$ cat config.mk
export PLATFORM = sky130hd
export DESIGN_NAME = alu_result_stage
export DESIGN_NICKNAME = d
export VERILOG_FILES = /design/src/rtl/alu_result_stage.sv
export SDC_FILE = /design/constraint.sdc
export NUM_CORES = 1
export LEC_CHECK = 0
export CAP_MARGIN = 20
export CORE_ASPECT_RATIO = 2
export CORE_MARGIN = 10
export CORE_UTILIZATION = 53
export DETAILED_ROUTE_END_ITERATION = 6
export GPL_TIMING_DRIVEN = 0
export PLACE_DENSITY = 0.9
export SKIP_CTS_REPAIR_TIMING = 1
export SLEW_MARGIN = 20
export SYNTH_ARGS = -nofsm -noshare
export SYNTH_HDL_FRONTEND = slang
export SYNTH_SLANG_ARGS = --single-unit
$ cat constraint.sdc
create_clock -name clk -period 4.2 [get_ports clk]
set_input_delay 1.26 -clock clk [delete_from_list [all_inputs] [get_ports clk]]
set_output_delay 1.26 -clock clk [all_outputs]
set_load 0.03 [all_outputs]
$ cat src/rtl/alu_result_stage.sv
// ALU result output stage: captures results with zero/negative flags
// and presents them through a 2-entry skid buffer with registered in_ready.
module alu_result_stage #(
    parameter int WIDTH = 32,
    parameter int OP_W  = 3,
    parameter int CNT_W = 16
) (
    input  logic             clk,
    input  logic             rst_n,
    input  logic             in_valid,
    output logic             in_ready,
    input  logic [WIDTH-1:0] in_result,
    input  logic [OP_W-1:0]  in_op,
    output logic             out_valid,
    input  logic             out_ready,
    output logic [WIDTH-1:0] out_result,
    output logic [OP_W-1:0]  out_op,
    output logic             out_zero,
    output logic             out_negative,
    output logic [CNT_W-1:0] out_count
);

    typedef enum logic [1:0] {
        EMPTY = 2'd0,
        ONE   = 2'd1,
        TWO   = 2'd2
    } state_e;

    typedef struct packed {
        logic [WIDTH-1:0] result;
        logic [OP_W-1:0]  op;
        logic             zero;
        logic             neg;
    } entry_t;

    state_e           state_q, state_d;
    entry_t           main_q, main_d;
    entry_t           skid_q, skid_d;
    entry_t           in_entry;
    logic             rdy_q;
    logic [CNT_W-1:0] count_q, count_d;
    logic             in_xfer;
    logic             out_xfer;

    // Flags are fixed at capture time and travel with the data.
    always_comb begin
        in_entry.result = in_result;
        in_entry.op     = in_op;
        in_entry.zero   = (in_result == '0);
        in_entry.neg    = in_result[WIDTH-1];
    end

    assign in_xfer  = in_valid & rdy_q;
    assign out_xfer = (state_q != EMPTY) & out_ready;

    always_comb begin
        state_d = state_q;
        main_d  = main_q;
        skid_d  = skid_q;
        unique case (state_q)
            EMPTY: begin
                if (in_xfer) begin
                    main_d  = in_entry;
                    state_d = ONE;
                end
            end
            ONE: begin
                if (in_xfer && out_xfer) begin
                    main_d = in_entry;
                end else if (in_xfer) begin
                    skid_d  = in_entry;
                    state_d = TWO;
                end else if (out_xfer) begin
                    state_d = EMPTY;
                end
            end
            TWO: begin
                if (out_xfer) begin
                    main_d  = skid_q;
                    state_d = ONE;
                end
            end
            default: state_d = EMPTY;
        endcase
    end

    always_comb begin
        count_d = count_q;
        if (out_xfer && (count_q != {CNT_W{1'b1}})) begin
            count_d = count_q + 1'b1;
        end
    end

    always_ff @(posedge clk or negedge rst_n) begin
        if (!rst_n) begin
            state_q <= EMPTY;
            main_q  <= '0;
            skid_q  <= '0;
            rdy_q   <= 1'b0;
            count_q <= '0;
        end else begin
            state_q <= state_d;
            main_q  <= main_d;
            skid_q  <= skid_d;
            rdy_q   <= (state_d != TWO);
            count_q <= count_d;
        end
    end

    assign in_ready     = rdy_q;
    assign out_valid    = (state_q != EMPTY);
    assign out_result   = main_q.result;
    assign out_op       = main_q.op;
    assign out_zero     = main_q.zero;
    assign out_negative = main_q.neg;
    assign out_count    = count_q;

endmodule
**Word-level counts from Yosys, hierarchy flattened**

Index checks and enable logic that the tools add are counted.

- Register bits after elaboration: 93
- Input bits: 39
- Output and inout port bits: 55
- Logic and storage cells: 40

- Add/sub/neg operators: 1
- Equal/unequal tests: 7
- Muxes and demuxes: 10
- Bitwise logic cells: 3
- Reductions and logical operators: 8

Operator list:

| cell | number |
|---|---|
| 37-bit 2-to-1 mux | 3 |
| 37-bit one-hot mux with 3 select lines | 1 |
| 32-bit zero test | 1 |
| 16-bit by 1-bit adder with 16-bit output (second input constant) | 1 |
| 16-bit inequality test (second input constant) | 1 |
| 2-bit 2-to-1 mux | 5 |
| 2-bit inequality test (second input constant) | 4 |
| 2-bit one-hot mux with 3 select lines | 1 |
| 4-bit AND reduction | 1 |
| 3-bit AND reduction | 1 |
| 3-bit nonzero test | 1 |
| 1-bit bitwise AND | 2 |
| 2-bit by 1-bit equality test with 1-bit output (second input constant) | 1 |
| 2-bit equality test (second input constant) | 1 |
| 1-bit logical AND | 2 |
| 2-bit zero test | 1 |
| 2-bit nonzero test | 1 |
| 1-bit inverter | 1 |

**Depth between registers and ports, before layout**

- Depth after elaboration: 7
- Mapped depth: 6
- Gate-level depth less buffers: 5

**Worst setup path after synthesis**

Ideal clock, no wire load.

- Path kind: input to register
- Start: in in_valid
- End: reg skid_q[10] (netlist name)
- Setup time: 125 ps
- Arrival time: 2328 ps
- Data required time: 4075 ps
- Path slack: 1748 ps
- Stages on the path: 6
- Buffers on the path: 2
- Cell sequence: nand2_1 > nor2_1 > and2_1 > buf_2 > buf_2 > mux2_2

- Longest elaborated chain between the ends: 4

Ends and longest elaborated chain:

| what | RTL line | text |
|---|---|---|
| start, declared | 10 | `input logic in_valid,` |
| 1-bit bitwise AND (*) | 53 | `assign in_xfer = in_valid & rdy_q;` |
| 1-bit logical AND | 68 | `if (in_xfer && out_xfer) begin` |
| 1-bit inverter (no line) | n/a |  |
| 3-bit AND reduction (no line) (*) | n/a |  |
| end signal, assigned | 104 | `skid_q <= skid_d;` |
| end, declared | 38 | `entry_t skid_q, skid_d;` |

Every way passes the cells marked *; elsewhere a longest branch is shown, timed or not.
A chain may end at the register's enable or synchronous reset.

**Worst setup path after layout**

- Start: reg state_q[1]
- End: out out_valid

- Longest elaborated chain between the ends: 1

Ends and longest elaborated chain:

| what | RTL line | text |
|---|---|---|
| start, declared | 36 | `state_e state_q, state_d;` |
| start signal, assigned | 102 | `state_q <= state_d;` |
| 2-bit nonzero test | 111 | `assign out_valid = (state_q != EMPTY);` |
| end, declared | 14 | `output logic out_valid,` |

No other way between the ends.

==> results.toml <==
[outcome]
status = "finished, final reports clean"

[clock_tree]
cts_tree = "done"
path_clk_slew_ns = 0.06
h-tree-depth = 3
cts_made_buffers = 9
cts_buffer_depth = 2
cts_root_buf = "clkbuf_16"
clock_latency_ns = 0.34
clock_sinks = 91

[power]
leakage_nw = 2.32
ir_drop_mv = 0.362
seqPwrFrac_pct = 38.5
p_sw_mw = 1.45
p_int_mw = 2.45
powerDensity_nw_per_um2 = 729
switching_share_pct = 37.1
power.share.clock_pct = 20.8
power.total_mw = 3.90
p_comb_share_pct = 40.7

[yosys]
ys_ff_latch = 91
synth_nets = 411
synth-seq-area-share_pct = 57.3
synthTopCellsByCount = "91 x dfrtp_1, 77 x nand2_1, 38 x nor2_1, 36 x mux2_2, 35 x a31oi_1"
synth_top_area_cell = "dfrtp_1"
syn_area_um2 = 3980
ys.flop_type = "dfrtp_1"
yosysUniqueCellTypes = 40
yosysMostFrequentCell = "dfrtp_1"
synth_area_leaders = "dfrtp_1 57%, mux2_2 10%, nand2_1 7.3%"
synth-edff-count = 0
synth_cells = 371
async_flop_share_pct = 100
ys_warn_count = 0
synth_top_area_share_pct = 57.3
avgSynthCellArea_um2 = 10.7

[timing]
min_period_ns = 3.03
slew_headroom_pct = 53.1
setup_viol = 0
whs_ns = 0.508
rsz0062_at_grt = "no"
clock.fmax_mhz = 330
fin_skew_ns = 0.00359
maxSlewViolCount = 0
worst_slack_ns = 1.17
finalCritPeriodShare_pct = 72.1
hold_viol_final = 0
tightest_slew_ns = 0.699

[routing]
drt-pass1-iter-count = 4
final_antenna_net_count = 0
post_drt_wl_per_cell_um = 18.4
vias = 3213
drt-initial-drc-count = 222
avgViaCountPerCell = 5.61
drc_errors = 0
wirelength_mm = 10.5

[global_routing]
grt_overflow = 0
grt_first_pass_wirelength_mm = 17.2
track_usage_pct = 19.0
grt_pass1_vias = 3385
antenna_found_initial = 0
grt_max_degree = 60

[die]
rows = 44
initial_core_util_pct = 54.7
die_h_um = 142
design.core.area_um2 = 7270
fp.dieW_um = 81.2
io_pins = 94
die_area_um2 = 11600

[placement]
placed_cell_area_um2 = 5050
placedCellCount = 557
dp_hpwl_mm = 7.94
place_ws_ns = 0.818
gp_congestion = 0.819
port-buffer-count = 93

[critical_path]
path_class = "reg -> out"
crit_fanout = 10
required_ns = 2.94
start_kind = "flip-flop"
end_kind = "output pin"
worst_ep_arrival_time_ns = 1.77

[run]
max-cap-violations = 0

[hold_path]
worst_hold_path_type = "reg -> reg"

[final_layout]
area_growth_pct = 34.6
diodes = 0
fin_nets = 516
drive_above_1_share_pct = 15.2
design_area_um2 = 5350
final_cells = 573
## metal layers
layer / track usage, % / vias to the layer above / share of wire [%]
li1: - / 1497 / -
met1: 19.5 / 1576 / 35
met2: 34.0 / 116 / 55
met3: 5.82 / 24 / 6.9
met4: 8.07 / 0 / 3.1
met5: 0 / - / 0
## power by group through the flow
stage	logic (mW)	registers [mW]	clock network [mW]
4_1_cts	1.61	1.50	0.823
6_report	1.59	1.50	0.811
2_1_floorplan	0.566	1.85	0
3_3_place_gp	1.55	1.48	0
5_1_grt	1.70	1.54	0.865
3_5_place_dp	1.60	1.51	0
## path summary, 6_finish.rpt
check                                              start                        to  slack (ns)  depth (start not counted)
worst min register to register    skid_q[28]$_DFFE_PN0P_    skid_q[28]$_DFFE_PN0P_        0.51                          1
worst max register to register  out_count[0]$_DFFE_PN0P_  out_count[1]$_DFFE_PN0P_        2.16                          5
min in group asynchronous                          rst_n    skid_q[23]$_DFFE_PN0P_        0.86                          1
worst min-delay path              skid_q[28]$_DFFE_PN0P_    skid_q[28]$_DFFE_PN0P_        0.51                          1
max in group asynchronous                          rst_n     skid_q[2]$_DFFE_PN0P_        2.71                          2
worst max-delay path                state_q[1]$_DFF_PN0_                 out_valid        1.17                          3
## logic make-up (layout without fill, tap and decap cells)
kind of cell / count (synthesis) / in the layout / synth area share (%)
and+or+nand+nor: 160 / 160 / 18.8
DFF: 91 / 91 / 57.3
AOI/OAI and AO/OA: 42 / 42 / 6.92
muxes: 38 / 38 / 10.7
buffers and inverters: 24 / 134 / 2.64
xor gates and xnor gates: 15 / 15 / 3.30
adders and majority gates: 1 / 1 / 0.315
## critical path, stage by stage (launching register included)
cell	delay [ns]
dfrtp_1	0.35
buf_2	0.17
or2_2	0.31
clkdlybuf4s50_1	0.60
## layout by cell type (no fill, tap or decap), drive strengths merged, types with 8 or more instances in the layout
master         synthesis  layout
xor2                  14      14
dfrtp                 91      91
a31oi                 35      35
nand2                 77      77
buf                   10      12
nor2                  39      39
nor4                  12      12
clkdlybuf4s50          0      92
clkbuf                12      24
mux2                  37      37
nor3                   8       8
## registers in the layout, indices dropped and copies added, names as in the netlist
signal	count
state_q	2
out_count	16
out_zero	1
in_ready	1
skid_q	36
out_op	3
out_result	32
## final cells by class
| class | instances | area, um2 |
|---|---|---|
| Clock inverter | 4 | 48.8 |
| Inverter | 2 | 7.51 |
| Clock buffer | 12 | 256 |
| Buffer | 22 | 97.6 |
| Sequential cell | 91 | 2280 |
| Tap cell | 92 | 115 |
| Fill cell | 511 | 1910 |
| Multi-Input combinational cell | 256 | 1590 |
| Timing Repair Buffer | 94 | 956 |
## per-stage QoR
stage          util [%]  setup TNS [ns]
6_report           73.7               0
5_1_grt            73.7               0
4_1_cts            73.7               0
3_5_place_dp       69.5               0
3_3_place_gp       69.1         -113.71
2_1_floorplan         -               0
(Power assumes the default switching activity.)
